`src/rtl/stopwatch_ctrl.sv`:
```
// Stopwatch run-control: synchronises the 1 kHz timebase, runs IDLE/RUN/LAP/PAUSE,
// keeps the MM:SS.cc BCD count and a lap snapshot, and drives the registered display value.
module stopwatch_ctrl #(
    parameter int SYNC_STAGES  = 2,
    parameter int TICKS_PER_CS = 10
) (
    input  logic        clk_100mhz,
    input  logic        rst_n,
    input  logic        clk_1ms_in,
    input  logic        btn_start_stop,
    input  logic        btn_lap,
    input  logic        btn_clear,
    output logic [1:0]  state,
    output logic        running,
    output logic [23:0] disp_bcd,
    output logic        overflow
);

    typedef enum logic [1:0] {
        S_IDLE  = 2'b00,
        S_RUN   = 2'b01,
        S_PAUSE = 2'b10,
        S_LAP   = 2'b11
    } state_e;

    localparam int PW = (TICKS_PER_CS > 1) ? $clog2(TICKS_PER_CS) : 1;
    localparam logic [PW-1:0] PRE_TC = PW'(TICKS_PER_CS - 1);

    // Digit order low to high: cs1, cs10, sec1, sec10, min1, min10; bit 24 flags the full wrap.
    function automatic logic [24:0] bcd_inc(input logic [23:0] t);
        logic [23:0] r;
        logic        c;
        logic [3:0]  lim;
        r = t;
        c = 1'b1;
        for (int i = 0; i < 6; i++) begin
            lim = (i == 3 || i == 5) ? 4'd5 : 4'd9;
            if (c) begin
                if (r[i*4 +: 4] == lim) begin
                    r[i*4 +: 4] = 4'd0;
                end else begin
                    r[i*4 +: 4] = r[i*4 +: 4] + 4'd1;
                    c = 1'b0;
                end
            end
        end
        return {c, r};
    endfunction

    state_e                   state_q, state_d;
    logic [SYNC_STAGES-1:0]   sync_q;
    logic                     prev_q;
    logic                     tick_q;
    logic [PW-1:0]            presc_q, presc_d;
    logic [23:0]              time_q, time_d;
    logic [23:0]              lap_q, lap_d;
    logic [23:0]              disp_q, disp_d;
    logic                     ovf_q, ovf_d;
    logic [24:0]              inc_w;
    logic                     do_clear, do_ss, do_lap;

    assign running  = (state_q == S_RUN) || (state_q == S_LAP);
    assign state    = state_q;
    assign disp_bcd = disp_q;
    assign overflow = ovf_q;
    assign inc_w    = bcd_inc(time_q);

    assign do_clear = btn_clear;
    assign do_ss    = btn_start_stop & ~btn_clear;
    assign do_lap   = btn_lap & ~btn_clear & ~btn_start_stop;
    assign disp_d   = (state_q == S_LAP) ? lap_q : time_q;

    always_comb begin
        state_d = state_q;
        time_d  = time_q;
        presc_d = presc_q;
        lap_d   = lap_q;
        ovf_d   = ovf_q;
        // Counting is gated by the state before any button takes effect this cycle.
        if (tick_q && running) begin
            if (presc_q == PRE_TC) begin
                presc_d = '0;
                time_d  = inc_w[23:0];
                if (inc_w[24]) ovf_d = 1'b1;
            end else begin
                presc_d = presc_q + 1'b1;
            end
        end
        case (state_q)
            S_IDLE: begin
                if (do_clear) begin
                    time_d  = '0;
                    presc_d = '0;
                    lap_d   = '0;
                    ovf_d   = 1'b0;
                end else if (do_ss) begin
                    state_d = S_RUN;
                end
            end
            S_RUN: begin
                if (do_ss) begin
                    state_d = S_PAUSE;
                end else if (do_lap) begin
                    state_d = S_LAP;
                    lap_d   = time_q;
                end
            end
            S_LAP: begin
                if (do_ss)       state_d = S_PAUSE;
                else if (do_lap) state_d = S_RUN;
            end
            S_PAUSE: begin
                if (do_clear) begin
                    state_d = S_IDLE;
                    time_d  = '0;
                    presc_d = '0;
                    lap_d   = '0;
                    ovf_d   = 1'b0;
                end else if (do_ss) begin
                    state_d = S_RUN;
                end
            end
            default: state_d = S_IDLE;
        endcase
    end

    always_ff @(posedge clk_100mhz or negedge rst_n) begin
        if (!rst_n) begin
            state_q <= S_IDLE;
            sync_q  <= '0;
            prev_q  <= 1'b0;
            tick_q  <= 1'b0;
            presc_q <= '0;
            time_q  <= '0;
            lap_q   <= '0;
            disp_q  <= '0;
            ovf_q   <= 1'b0;
        end else begin
            state_q <= state_d;
            sync_q  <= {sync_q[SYNC_STAGES-2:0], clk_1ms_in};
            prev_q  <= sync_q[SYNC_STAGES-1];
            tick_q  <= sync_q[SYNC_STAGES-1] & ~prev_q;
            presc_q <= presc_d;
            time_q  <= time_d;
            lap_q   <= lap_d;
            disp_q  <= disp_d;
            ovf_q   <= ovf_d;
        end
    end

endmodule

```
`config.mk`:
```
export PLATFORM = sky130hd
export DESIGN_NAME = stopwatch_ctrl
export DESIGN_NICKNAME = d
export VERILOG_FILES = /design/src/rtl/stopwatch_ctrl.sv
export SDC_FILE = /design/constraint.sdc
export NUM_CORES = 1
export LEC_CHECK = 0
export CAP_MARGIN = 15
export CORE_MARGIN = 1.5
export CORE_UTILIZATION = 30
export CTS_CLUSTER_SIZE = 10
export DETAILED_ROUTE_END_ITERATION = 16
export SLEW_MARGIN = 20
export SYNTH_ARGS = -nofsm -noshare
export SYNTH_HDL_FRONTEND = slang
export SYNTH_SLANG_ARGS = --single-unit
```
`constraint.sdc`:
```
create_clock -name clk_100mhz -period 2.6 [get_ports clk_100mhz]
set_clock_uncertainty 0.15 [all_clocks]
set_input_delay 0.52 -clock clk_100mhz [delete_from_list [all_inputs] [get_ports clk_100mhz]]
set_output_delay 0.52 -clock clk_100mhz [all_outputs]
set_load 0.05 [all_outputs]
```
Word-level counts from Yosys, hierarchy flattened. Index checks and enable logic that the tools add are counted.

Register bits: 83. Bits in latches: 0. Memory bits (writable): 0. ROM bits: 0. Input port bits: 6. Output and inout bits: 28. Logic and storage cells: 94. Memories: 0.

$add $sub $neg: 7. $mul: 0. Div/mod/pow operators: 0. Order comparisons: 0. Eq/ne operators: 16. Shift-type cells: 0. Multiplexer cells: 48. Bitwise gates (word level): 7. Reductions and logical operators: 7.

Operators with widths (number): two-way mux 24 bit (8); two-way mux 4 bit (15); one-hot mux 24 bit (2 select lines) (1); adder 4 x 1 -> 4 bit, second input constant (7); == test 4 bit, second input constant (5); two-way mux 1 bit (16); two-way mux 2 bit (7); == test 4 x 3 -> 1 bit, second input constant (2); one-hot mux 2 bit (4 select lines) (1); inequality test 2 bit, second input constant (3); inequality test 3 bit, second input constant (2); AND 1 bit (4); == test 2 bit, second input constant (2); AND reduction 4 bit (1); inverter 1 bit (3); AND reduction 3 bit (1); == test 2 x 1 -> 1 bit, second input constant (1); zero test 2 bit (1); inequality test 2 x 1 -> 1 bit, second input constant (1); nonzero test 2 bit (1); OR reduction 2 bit (1); logical AND 1 bit (1); logical OR 1 bit (1).

Longest topological paths before layout.
Word-level depth: 12. Depth in mapped cells: 7. Gate-level depth less buffers: 4.

Worst setup path before layout. No wires, ideal clock.

Path type: register to register. Start: register state_q[0], in the netlist state[0]. End: register time_q[18]. Setup time: 0.140 ns. Arrival time: 1.815 ns. Required time: 2.310 ns. Setup slack: 0.496 ns. Stages on the path, launching flop included: 8. Path buffers: 3. Clock period less this slack: 2.104 ns. Path through: dfrtp_1 -> and3_1 -> buf_2 -> nand4_1 -> buf_2 -> buf_2 -> o311ai_0 -> o41ai_1.

Word-level cells in the longest chain between the ends: 6. Elaborated cells on any way between the ends: 10. Those cells by class: eq/ne: 3; mux: 3; reduce/logical: 4.

RTL lines: start: declaration (RTL line 50) `state_e state_q, state_d;`; start signal: assignment (RTL line 139) `state_q <= state_d;`; == test 2 x 1 -> 1 bit / == test 2 bit (equally long branches) (RTL line 62) `assign running = (state_q == S_RUN) || (state_q == S_LAP);`; logical OR 1 bit (RTL line 62); logical AND 1 bit (RTL line 80) `if (tick_q && running) begin`; two-way mux 24 bit (RTL line 80); two-way mux 24 bit (RTL line 91, 113); two-way mux 24 bit (*); named net time_d[18] (RTL line 55) `logic [23:0] time_q, time_d;`; end signal: assignment (RTL line 144) `time_q <= time_d;`; end: declaration (RTL line 55).

Mark *: on every way through the listed nets, which the timed path passes. The rest lies on a longest branch. A chain may end at the register's enable or synchronous reset.

Worst setup path after layout.
Start: register state_q[0], in the netlist state[0]. End: output state[0].

RTL lines: end: declaration (RTL line 13) `output logic [1:0] state,`.

No word-level cell between the ends.

==> impl_metrics.env <==
export IMPL_netSwitchingFraction_pct=28.2
export IMPL_worstPathArrival_ps=1760
export IMPL_postLayoutSetupSlackWorst_ps=170
export IMPL_cts_buffers=9
export IMPL_max_slew_margin_pct=66.4
export IMPL_flow_area_growth_from_synthesis_pct=22.8
export IMPL_slowest_delay_ps=880
export IMPL_final_setup_viol_count=0
export IMPL_route_detailed_drc=0
export IMPL_critical_path_top_delay_family="buffers and inverters"
export IMPL_yosys_area_top_type_share_pct=55.8
export IMPL_end_kind="output port"
export IMPL_critical_path_slowest_cell="clkdlybuf4s50_1"
export IMPL_grt_overflow_total=0
export IMPL_switchingPower_w=0.000891
export IMPL_grt_antenna_before_repair=0
export IMPL_yosys_mux_area_fraction_pct=7.79
export IMPL_dpl_hpwl_mm=4.98
export IMPL_timing_worst_slew_pin_value_ps=502
export IMPL_design_core_area_um2=12100
export IMPL_clock_tree_root_cell="clkbuf_16"
export IMPL_asyncSetResetFlopFracSynth_pct=100
export IMPL_synth_top_family_by_area="simple AND/OR/NAND/NOR gates"
export IMPL_synth_fp_nets=358
export IMPL_most_frequent_cells_in_the_layout="dfrtp_1, nand2_1, nand3_1, clkdlybuf4s50_1, mux2_2"
export IMPL_synth_area_leaders="dfrtp_1, mux2_2, nand2_1"
export IMPL_final_max_slew_violation_count=0
export IMPL_first_global_vias=2675
export IMPL_setup_repair_after_global_routing_missed_its_margin="false"
export IMPL_regArea_um2=2080
export IMPL_outcome="complete, no violations"
export IMPL_postCtsResizedCells=0
export IMPL_placement_setup_worst_slack_ps=461
export IMPL_edff_count_synth=0
export IMPL_post_synth_and_or_nand_nor_area_fraction_pct=21.4
export IMPL_max_cap_viol_count=0
export IMPL_drt_wirelength_per_cell_um=14.3
export IMPL_synth_cell_types=46
export IMPL_nNetsFinal=391
export IMPL_crit_path_cell_trace="clkdlybuf4s50_1"
export IMPL_utilization_pct=37.9
export IMPL_postRouteAntennaNets=0
export IMPL_worst_ir_drop_vdd_v=0.000344
export IMPL_cp_start_kind="register"
export IMPL_crit_path_max_fanout=13
export IMPL_fillerInstances=1169
export IMPL_power_per_cell_area_nw_per_um2=690
export IMPL_portBuffers=33
export IMPL_fp_dieW_um=114
export IMPL_diodes=0
export IMPL_drive_above_1_share_pct=14.1
export IMPL_synthFlopType="dfrtp_1"
export IMPL_hold_path_class="register to register"
export IMPL_compound_gate_fraction_of_synth_area_pct=10.6
export IMPL_grt_pass1_wl_mm=13.5
export IMPL_numClockSinks=83
export IMPL_wp_buf_inv=1
export IMPL_track_usage_pct=13.0
export IMPL_syn_inst=352
export IMPL_final_worst_path_period_share_pct=93.4
export IMPL_power_frac_comb_pct=15.6
export IMPL_clock_path_buffers=2
export IMPL_die_y_um=114
export IMPL_fin_setup_tns_ps=0
export IMPL_globalplace_congestion=0.749
export IMPL_p_seq_share_pct=43.6
export IMPL_htree_num_levels=3
export IMPL_critical_path_class="register to output port"
export IMPL_clock_insertion_delay_at_the_later_pin_of_the_skew_report_ps=330
export IMPL_multi_input_area_um2=1520
export IMPL_synth_adder_area_share_pct=0
export IMPL_worstPathRequired_ps=1930
export IMPL_routed_via_count=2735
export IMPL_intPower_w=0.00227
export IMPL_effective_utilization_at_floorplan_pct=30.9
export IMPL_synth_area_um2=3720
export IMPL_initialDrtViolationCount=104
export IMPL_fp_row_count=40
export IMPL_cellLeakagePower_nw=2.03
export IMPL_min_period_ps=2430
export IMPL_ys_warn_count=0
export IMPL_fmax_mhz=412
export IMPL_total_power_w=0.00316
export IMPL_synthXorXnorAreaFrac_pct=0.941
export IMPL_drt_pass_1_iters=4
export IMPL_io_pins=34
export IMPL_pin_count_of_the_biggest_net_entering_global_routing=42
export IMPL_drt_total_wl_mm=7.96
export IMPL_clkTransAtPathRegs_ps=60
export IMPL_fp_dieArea_um2=13100
export IMPL_synth_top_cell_by_area="dfrtp_1"
export IMPL_clockPowerShare_pct=40.9
export IMPL_post_cts_setup_buffers=0
export IMPL_synth_seq_cells=83
export IMPL_timing_hold_violations_final=0
export IMPL_final_common_cell="dfrtp_1"
export IMPL_avgViaCountPerCell=4.90
export IMPL_mean_instance_size_in_the_synthesized_netlist_um2=10.6
export IMPL_cts_tree="built"
export IMPL_synth_sequential_area_ratio_pct=55.8
==> stage by stage <==
step                cells  cell area, um2  hold WS [ps]
floorplan             352            3720          74.4
global placement      541            4260           184
detailed placement    541            4260           186
CTS                   558            4580           201
global route          558            4580           207
finish                558            4580           203
==> routing by layer <==
layer	up-vias	wire, um	global-route usage [%]
met4	0	109	4.42
met5	-	0	0
li1	1326	-	-
met2	50	3800	20.6
met3	11	234	2.17
met1	1348	3820	18.0
==> power by group through the flow <==
stage	registers, W	logic (W)	clock network, W
after CTS	0.00137	0.000504	0.00132
after global placement	0.00140	0.000493	0
after global routing	0.00139	0.000532	0.00137
after detailed placement	0.00140	0.000501	0
after floorplan	0.00143	0.000285	0
final	0.00138	0.000491	0.00129
==> cell usage after synthesis, types with 3 or more instances <==
| cell | count |
|---|---|
| nor2_1 | 8 |
| dfrtp_1 | 83 |
| a21oi_1 | 16 |
| o41ai_1 | 5 |
| buf_2 | 5 |
| o31ai_1 | 3 |
| nor3_1 | 5 |
| o21ai_0 | 21 |
| and3_1 | 3 |
| nor3b_1 | 4 |
| nand2b_1 | 5 |
| mux2_2 | 24 |
| or3_1 | 6 |
| or4_1 | 7 |
| nand4_1 | 4 |
| inv_1 | 10 |
| nor2b_1 | 11 |
| clkbuf_1 | 13 |
| o311ai_0 | 3 |
| nand3_1 | 33 |
| nand2_1 | 48 |
==> final timing paths <==
| kind | from | endpoint | slack (ps) | cells after the start |
|---|---|---|---|---|
| hold reg to reg | sync_q[0] | sync_q[1] | 200 | 0 |
| setup / recovery | state[0] | state[0] | 170 | 1 |
| hold / removal | sync_q[0] | sync_q[1] | 200 | 0 |
| max in group asynchronous | rst_n | lap_q[11] | 1160 | 3 |
| min in group asynchronous | rst_n | disp_bcd[3] | 520 | 2 |
| setup reg to reg | state[0] | time_q[22] | 450 | 5 |
==> area by class of cell <==
class | count | share of cell area [%]
Timing Repair Buffer | 43 | 9.41
Clock buffer | 11 | 5.30
Sequential cell | 83 | 45.4
Multi-Input combinational cell | 238 | 33.2
Tap cell | 168 | 4.59
Inverter | 10 | 0.820
Clock inverter | 5 | 1.31
==> flip-flops by register name, summed over array words and instances (netlist names) <==
register,cells
overflow,1
state,2
disp_bcd,24
prev_q,1
time_q,24
sync_q,2
presc_q,4
tick_q,1
lap_q,24
==> cells by family after synthesis <==
family / Yosys count
XOR/XNOR: 4
flip-flops: 83
AO/OA/AOI/OAI: 62
multiplexers: 26
AND/OR/NAND/NOR: 146
buffers and inverters: 31
==> timing repair <==
item | in CTS | in global routing
hold endpoints to repair | 4 | 0
hold buffers | 1 | 0
setup endpoints to repair | 0 | 0
No activity file was read; power rests on OpenSTA's default activity.
